File: src/rtl/ram_stream_reader.sv
// Streams a contiguous (wrapping) range of words out of a 1R1W synchronous RAM.
// A 3-entry FIFO plus one-read-in-flight credit hides the RAM read latency.
module ram_stream_reader #(
    parameter int width_p = 8,
    parameter int depth_p = 512
) (
    input  logic                       clk_i,
    input  logic                       reset_i,
    input  logic                       cmd_valid_i,
    output logic                       cmd_ready_o,
    input  logic [$clog2(depth_p)-1:0] cmd_addr_i,
    input  logic [$clog2(depth_p):0]   cmd_len_i,
    output logic                       ram_rd_valid_o,
    output logic [$clog2(depth_p)-1:0] ram_rd_addr_o,
    input  logic [width_p-1:0]         ram_rd_data_i,
    output logic                       data_valid_o,
    input  logic                       data_ready_i,
    output logic [width_p-1:0]         data_o,
    output logic                       data_last_o,
    output logic                       busy_o
);
    localparam int AW = $clog2(depth_p);
    localparam int LW = AW + 1;

    // Handshakes: a transfer happens on a rising edge where valid && ready;
    // the producer holds its payload stable while valid is high and ready is low.

    typedef enum logic [1:0] {IDLE, READ, DRAIN} state_t;

    state_t             r_state;
    logic [AW-1:0]      r_addr;
    logic [AW-1:0]      r_last_addr;
    logic [LW-1:0]      r_remaining;
    logic               r_inflight;
    logic               r_inflight_last;
    logic [width_p-1:0] r_fifo_data [3];
    logic [2:0]         r_fifo_last;
    logic [1:0]         r_wr_ptr;
    logic [1:0]         r_rd_ptr;
    logic [1:0]         r_count;

    logic               w_credit;
    logic               w_issue;
    logic               w_push;
    logic               w_pop;
    logic               w_cmd_fire;
    logic [LW-1:0]      w_len_sat;

    function automatic logic [1:0] ptr_next(input logic [1:0] p);
        return (p == 2'd2) ? 2'd0 : p + 2'd1;
    endfunction

    // A read in flight already owns a FIFO slot, so it counts against the credit.
    assign w_credit   = ({1'b0, r_count} + {2'b00, r_inflight}) < 3'd3;
    assign w_issue    = (r_state == READ) && (r_remaining != '0) && w_credit;
    assign w_push     = r_inflight;
    assign w_pop      = (r_count != 2'd0) && data_ready_i;
    assign w_cmd_fire = cmd_valid_i && cmd_ready_o;
    assign w_len_sat  = (cmd_len_i > LW'(depth_p)) ? LW'(depth_p) : cmd_len_i;

    assign cmd_ready_o    = (r_state == IDLE);
    assign ram_rd_valid_o = w_issue;
    assign ram_rd_addr_o  = w_issue ? r_addr : r_last_addr;
    assign data_valid_o   = (r_count != 2'd0);
    assign data_o         = r_fifo_data[r_rd_ptr];
    assign data_last_o    = data_valid_o && r_fifo_last[r_rd_ptr];
    assign busy_o         = (r_state != IDLE);

    always_ff @(posedge clk_i) begin
        if (!reset_i) begin
            r_state         <= IDLE;
            r_addr          <= '0;
            r_last_addr     <= '0;
            r_remaining     <= '0;
            r_inflight      <= 1'b0;
            r_inflight_last <= 1'b0;
            r_fifo_last     <= '0;
            r_wr_ptr        <= 2'd0;
            r_rd_ptr        <= 2'd0;
            r_count         <= 2'd0;
            for (int i = 0; i < 3; i++) begin
                r_fifo_data[i] <= '0;
            end
        end else begin
            if (w_push) begin
                r_fifo_data[r_wr_ptr] <= ram_rd_data_i;
                r_fifo_last[r_wr_ptr] <= r_inflight_last;
                r_wr_ptr              <= ptr_next(r_wr_ptr);
            end
            if (w_pop) begin
                r_rd_ptr <= ptr_next(r_rd_ptr);
            end
            case ({w_push, w_pop})
                2'b10:   r_count <= r_count + 2'd1;
                2'b01:   r_count <= r_count - 2'd1;
                default: r_count <= r_count;
            endcase

            r_inflight      <= w_issue;
            r_inflight_last <= w_issue && (r_remaining == LW'(1));
            if (w_issue) begin
                r_last_addr <= r_addr;
                r_addr      <= (r_addr == AW'(depth_p - 1)) ? '0 : r_addr + AW'(1);
                r_remaining <= r_remaining - LW'(1);
            end

            case (r_state)
                IDLE: begin
                    if (w_cmd_fire && (w_len_sat != '0)) begin
                        r_state     <= READ;
                        r_addr      <= cmd_addr_i;
                        r_remaining <= w_len_sat;
                    end
                end
                READ: begin
                    if (w_issue && (r_remaining == LW'(1))) begin
                        r_state <= DRAIN;
                    end
                end
                DRAIN: begin
                    if (w_pop && data_last_o) begin
                        r_state <= IDLE;
                    end
                end
                default: r_state <= IDLE;
            endcase
        end
    end
endmodule
File: config.mk
export PLATFORM = sky130hd
export DESIGN_NAME = ram_stream_reader
export DESIGN_NICKNAME = d
export VERILOG_FILES = /design/src/rtl/ram_stream_reader.sv
export SDC_FILE = /design/constraint.sdc
export NUM_CORES = 1
export LEC_CHECK = 0
export BUFFER_PORTS_ARGS = -buffer_cell sky130_fd_sc_hd__buf_2
export CORE_MARGIN = 3
export CORE_UTILIZATION = 30
export CTS_BUF_LIST = sky130_fd_sc_hd__clkbuf_8
export DETAILED_ROUTE_END_ITERATION = 7
export PLACE_DENSITY = 0.59
export SKIP_LAST_GASP = 1
export SLEW_MARGIN = 25
export SYNTH_ARGS = -nofsm -noshare
export SYNTH_HDL_FRONTEND = slang
export SYNTH_SLANG_ARGS = --single-unit
File: constraint.sdc
create_clock -name clk_i -period 6.3 [get_ports clk_i]
set_clock_uncertainty 0.05 [all_clocks]
set_input_delay 0.63 -clock clk_i [delete_from_list [all_inputs] [get_ports clk_i]]
set_output_delay 0.63 -clock clk_i [all_outputs]
set_load 0.005 [all_outputs]
== Yosys cells after proc, flatten, opt, wreduce, memory -nomap -nowiden ==
Memories as Yosys holds them, arrays and structs flattened. A register that Yosys moved wholly into a read port is not among the register bits.
Index checks and enable logic that the tools add are counted.

* Flip-flop bits (word level): 41
* Bits in writable memories: 24
* Input port bits: 31
* Output and inout port bits: 22
* Word-level logic and storage cells: 81
* Memories: 1

{| class="wikitable"
|+ Memory list
! name !! depth !! bits a word !! rd ports !! clocked after Yosys merged registers in !! wr ports !! RTL line !! text
|-
| r_fifo_data || 3 || 8 || 1 || 1 || 3 || 36 || <nowiki>logic [width_p-1:0] r_fifo_data [3];</nowiki>
|}

* Add/subtract/negate cells: 7
* $lt $le $gt $ge: 5
* Eq/ne operators: 11
* Multiplexer cells: 30
* Reduce and logical (&&, ||, !) cells: 17

{| class="wikitable"
|+ Operators by type and width
! cell !! number
|-
| $mux 9 || 5
|-
| $mux 10 || 4
|-
| $reduce_bool 10->1 || 2
|-
| $mux 2 || 8
|-
| $eq 10x1->1 const B || 1
|-
| $gt 10x10->1 const B || 1
|-
| $sub 10x1->10 const B || 1
|-
| $add 9x1->9 const B || 1
|-
| $eq 9x9->1 const B || 1
|-
| $logic_and 1x1->1 || 9
|-
| $eq 2x2->1 const B || 4
|-
| $mux 8 || 1
|-
| $reduce_or 8->1 || 1
|-
| $mux 1 || 7
|-
| $add 2x1->2 const B || 3
|-
| $lt 2x3->1 const B || 2
|-
| $pmux 2 s3 || 1
|-
| $reduce_bool 2->1 || 3
|-
| $eq 2x1->1 const B || 2
|-
| $ne 2x1->1 const B || 2
|-
| $pmux 2 s2 || 1
|-
| $add 2x1->3 || 1
|-
| $bwmux 3 || 1
|-
| $lt 3x2->1 const B || 1
|-
| 7 further kinds || 7
|}

== Logic depth before layout (Yosys ltp) ==
* Depth after elaboration: 6
* Depth in mapped cells: 10

== Least setup slack after synthesis ==
No wires, ideal clock.

* Path type: register -> output
* Start point: register r_inflight
* End point: output port ram_rd_addr_o[5]
* Arrival: 1803 ps
* Path slack: 3817 ps
* Stages on the path, launching flop included: 10
* Cell sequence: dfxtp_1 > ha_1 > ha_1 > nor3b_2 > and2_1 > buf_2 > nand2_4 > inv_4 > buf_6 > mux2_4

* Word-level cells in the longest chain between the ends: 4

{| class="wikitable"
|+ RTL lines
! element !! RTL line !! text
|-
| start, declared || 34 || <nowiki>logic r_inflight;</nowiki>
|-
| start signal, assigned || 99 || <nowiki>r_inflight <= w_issue;</nowiki>
|-
| $add 2x1->3 || 54 || <nowiki>assign w_credit = ({1'b0, r_count} + {2'b00, r_inflight}) < 3'd3;</nowiki>
|-
| $lt 3x2->1 || 54 ||
|-
| $logic_and 1x1->1 || 55 || <nowiki>assign w_issue = (r_state == READ) && (r_remaining != '0) && w_credit;</nowiki>
|-
| named net ram_rd_valid_o || 13 || <nowiki>output logic ram_rd_valid_o,</nowiki>
|-
| $mux 9 || - ||
|-
| end, declared || 14 || <nowiki>output logic [$clog2(depth_p)-1:0] ram_rd_addr_o,</nowiki>
|}

The timed path passes the listed nets, and every way through them passes these cells.

== Worst setup path in the final report ==
* Start point: register r_inflight
* End point: output port ram_rd_addr_o[0]

* Word-level cells in the longest chain between the ends: 4

{| class="wikitable"
|+ RTL lines
! element !! RTL line
|-
| $add 2x1->3 || 54
|-
| $lt 3x2->1 || 54
|-
| $logic_and 1x1->1 || 55
|-
| $mux 9 || -
|}

Every way passes these cells.

==> summary.log <==
[run_status] result of the run completed
[clock_tree] buffers inserted by post-CTS timing repair 0
[route] via count 2,575
[grt] Congestion Overflow GR 0
[clock_tree] number of sinks handled by clock tree synthesis 75
[cells_and_area] post-route non-filler standard cell count 528
[synth] number of synthesized flops with an enable pin 32
[power_and_ir_drop] overall power 1.11 mW
[route] DR vias/cell 4.88
[cells_and_area] antenna diode count 0
[clock_tree] buffer levels on the longest clock path 2
[min_path] worst hold start r_fifo_last[1]
[sta] final worst-path setup slack 3060 ps
[floorplanning] Die Footprint 13,200 um^2
[placement] Worst Setup Slack post-DPL 3430 ps
[clock_tree] clock latency at the later pin of the worst-skew pair 350 ps
[route] wire length reported by the detailed router 7320 um
[sta] Achievable Freq 309 MHz
[route] number of DRC violations after detailed routing 0
[cells_and_area] area added between synthesis and finish 16.3%
[placement] placed cell areas 3940 um^2
[grt] Total GRT Usage 0.118
[power_and_ir_drop] peak supply drop 139 uV
[route] Antenna Nets Post-Route 0
[synth] biggest area consumer among synthesized cells sky130_fd_sc_hd__edfxtp_1
[cells_and_area] area of combinational cells with multiple inputs 1620 um^2
[clock_tree] post-cts gate resize count 0
[power_and_ir_drop] portion of total power attributed to sequential cells 0.515
[min_path] HP Class register to register
[synth] Yosys reg bits 75
[worst_setup_path] critical path arrival 2560 ps
[grt] vias in the first global route 2,609
[cells_and_area] commonest cells after routing, fill and taps aside sky130_fd_sc_hd__buf_2 (52), sky130_fd_sc_hd__dfxtp_1 (43), sky130_fd_sc_hd__and2_1 (37)
[worst_setup_path] kind of end point of the critical path output port
[job] max capacitance violation total 0
[synth] Synthesized Nets 367
[cells_and_area] fraction of layout cells with a size suffix above 1 0.249
[synth] sequential share of the synthesized area 0.513
[placement] post-placement cell count 512
[clock_tree] CTS tree done
[worst_setup_path] destination of the worst register-to-register timing path r_last_addr[4]
[synth] number of distinct library cells after synthesis 51
[floorplanning] Die X-Extent 115 um
[clock_tree] register clock-pin slew on the reported worst setup and hold paths 80 ps
[sta] Fin. Hold Viols 0
[synth] ys async rst share 0
[power_and_ir_drop] Lkg Pwr 1.59 nW
[sta] worst-margin pin slew 905 ps
[min_path] endpoint of the worst hold path r_fifo_last[1]
[cells_and_area] sequential cell area 1820 um^2
[worst_setup_path] launch instance of the worst register-to-register path r_inflight
[power_and_ir_drop] share of total power consumed by net switching 0.280
[synth] yosys warns 0
[cells_and_area] nets 418
[synth] predominant post-synthesis flop cell sky130_fd_sc_hd__dfxtp_1
[sta] Final period util 0.514
[placement] detailed-placement wirelength estimate 5220 um
[power_and_ir_drop] power density over the cells 268 nW/um^2
[route] count of routing violations after the opening detailed-route iteration 83
[synth] synth top area cells sky130_fd_sc_hd__edfxtp_1 (27%), sky130_fd_sc_hd__dfxtp_1 (24%), sky130_fd_sc_hd__and2_1 (6.5%), sky130_fd_sc_hd__mux4_2 (5.1%), sky130_fd_sc_hd__o21ai_0 (3.7%)
[grt] antenna violations before repair 0
[route] first drt pass iteration count 4
[min_path] Min-Delay Path Depth 2
[worst_setup_path] worst-case register-to-register setup slack 3920 ps
[grt] maximum number of pins on one net before global-route repair 46
[sta] post-layout min period 3240 ps
[power_and_ir_drop] combinational power share 0.172
[cells_and_area] utilization after layout 0.360
[grt] global-route wire length before repair 12,300 um
[worst_setup_path] maximum fanout count along the critical path 15
[worst_setup_path] type of element launching the critical path register
[cells_and_area] Filler Cell Count 1,145
[sta] count of final setup violators 0
[floorplanning] placeable core region 11,500 um^2
[cells_and_area] most common cell after layout, fill and taps aside sky130_fd_sc_hd__buf_2
[worst_setup_path] worst r2r path cells 8
[route] post-DR wirelength/cell 13.9 um
[floorplanning] initial standard-cell utilization of the core 0.309
[placement] number of port buffers 52
[clock_tree] clock buffers created by TritonCTS 9
[synth] Post-Synthesis Cells 329
[placement] final estimated routing congestion in global placement 0.779
[worst_setup_path] critical path start-end classification register to output port
[clock_tree] hold-fix buffer count after cts 0
[synth] total standard cell area after synthesis 3550 um^2
[sta] Slew Limit Headroom 0.392
[cells_and_area] Layout Cell Area excl Fill 4130 um^2
[worst_setup_path] Worst EP required 5620 ps
[sta] setup repair after global routing missed its margin no
[sta] final max-slew violation count 0
[clock_tree] H-Tree Depth 3
[power_and_ir_drop] net load switching power 0.310 mW
[power_and_ir_drop] proportion of power drawn by the clock network 0.313
[floorplanning] IO Count 53
[sta] final sum of negative setup slack 0 ps
[synth] Synth top area share 0.271
[synth] average cell area after synthesis 10.8 um^2
[sta] Hold WS 429 ps
[power_and_ir_drop] Int Power 0.796 mW
[floorplanning] placement row count 39
[clock_tree] master cell of the clock root buffer sky130_fd_sc_hd__clkbuf_8
[floorplanning] vertical die dimension 115 um
-- power by group through the flow --
stage / clock network (mW) / logic, mW / registers, mW
after global placement: 0 / 0.189 / 0.580
after CTS: 0.358 / 0.193 / 0.571
after detailed placement: 0 / 0.192 / 0.582
after global routing: 0.380 / 0.213 / 0.577
after floorplan: 0 / 0.146 / 0.566
final: 0.346 / 0.190 / 0.569
-- worst max path at each step --
stage / from / endpoint / slack, ps / cells past startpoint
after floorplan: r_inflight / ram_rd_addr_o[5] / 3820 / 9
after global placement: r_inflight / ram_rd_addr_o[4] / 3490 / 8
after detailed placement: r_inflight / ram_rd_addr_o[0] / 3430 / 8
after CTS: r_inflight / ram_rd_addr_o[0] / 3040 / 8
after global routing: r_inflight / ram_rd_addr_o[1] / 2870 / 8
final: r_inflight / ram_rd_addr_o[0] / 3060 / 8
-- state kept, by name, summed over array words and instances, names as in the netlist, named ones only --
name / flops
r_fifo_data: 32
r_remaining: 10
r_count: 2
r_wr_ptr: 2
r_fifo_last: 3
r_state: 2
r_last_addr: 9
r_inflight_last: 1
r_rd_ptr: 2
r_addr: 9
r_inflight: 1
-- synth_stat cells (3+ instances only) --
cell and instances:
sky130_fd_sc_hd__a31oi_1 10, sky130_fd_sc_hd__nor2b_1 9, sky130_fd_sc_hd__inv_1 10, sky130_fd_sc_hd__edfxtp_1 32, sky130_fd_sc_hd__mux2_4 4, sky130_fd_sc_hd__nand3_1 14, sky130_fd_sc_hd__clkbuf_1 10, sky130_fd_sc_hd__or4_1 4
sky130_fd_sc_hd__mux2_2 6, sky130_fd_sc_hd__and2_1 37, sky130_fd_sc_hd__a21oi_1 8, sky130_fd_sc_hd__dfxtp_1 43, sky130_fd_sc_hd__nand4_1 3, sky130_fd_sc_hd__nor3_1 3, sky130_fd_sc_hd__o22ai_1 4, sky130_fd_sc_hd__mux2i_1 3
sky130_fd_sc_hd__xor2_1 6, sky130_fd_sc_hd__a21boi_0 3, sky130_fd_sc_hd__xnor2_1 4, sky130_fd_sc_hd__nand2_1 24, sky130_fd_sc_hd__o21ai_0 26, sky130_fd_sc_hd__nor2_1 18, sky130_fd_sc_hd__ha_1 7, sky130_fd_sc_hd__mux4_2 8
-- metal layers --
metal,global-route usage,wire length [um],share of wire,vias up
met1,0.146,3310,0.45,1214
li1,-,-,-,1289
met5,0,0,0,-
met4,0.0352,55,0.0075,0
met2,0.201,3530,0.48,65
met3,0.0337,430,0.059,7
-- area by class of cell --
class	count	share of cell area
inverters	11	0.0106
clock buffers	11	0.0367
flip-flops and latches	75	0.441
clock inverters	5	0.00849
well taps	143	0.0434
multi-input cells	229	0.393
repair buffers	54	0.0667
-- logic make-up (layout without fill, tap and decap cells) --
group,count (synthesis),in the layout,share of synthesized area
AND/OR/NAND/NOR,134,134,0.218
flip-flops,75,75,0.513
AO/OA/AOI/OAI,57,57,0.0938
buffers and inverters,25,81,0.0300
multiplexers,21,21,0.0952
XOR/XNOR,10,10,0.0247
adder cells (fa/ha/maj),7,7,0.0247
-- worst max-delay path, stage by stage (launching register included) --
cell,delay (ps)
sky130_fd_sc_hd__dfxtp_1,350
sky130_fd_sc_hd__ha_1,210
sky130_fd_sc_hd__ha_1,190
sky130_fd_sc_hd__nor3b_2,240
sky130_fd_sc_hd__and2_1,330
sky130_fd_sc_hd__nand2_4,170
sky130_fd_sc_hd__inv_4,220
sky130_fd_sc_hd__mux2_2,370
sky130_fd_sc_hd__buf_2,130
Power figures use the tool's default switching activity.
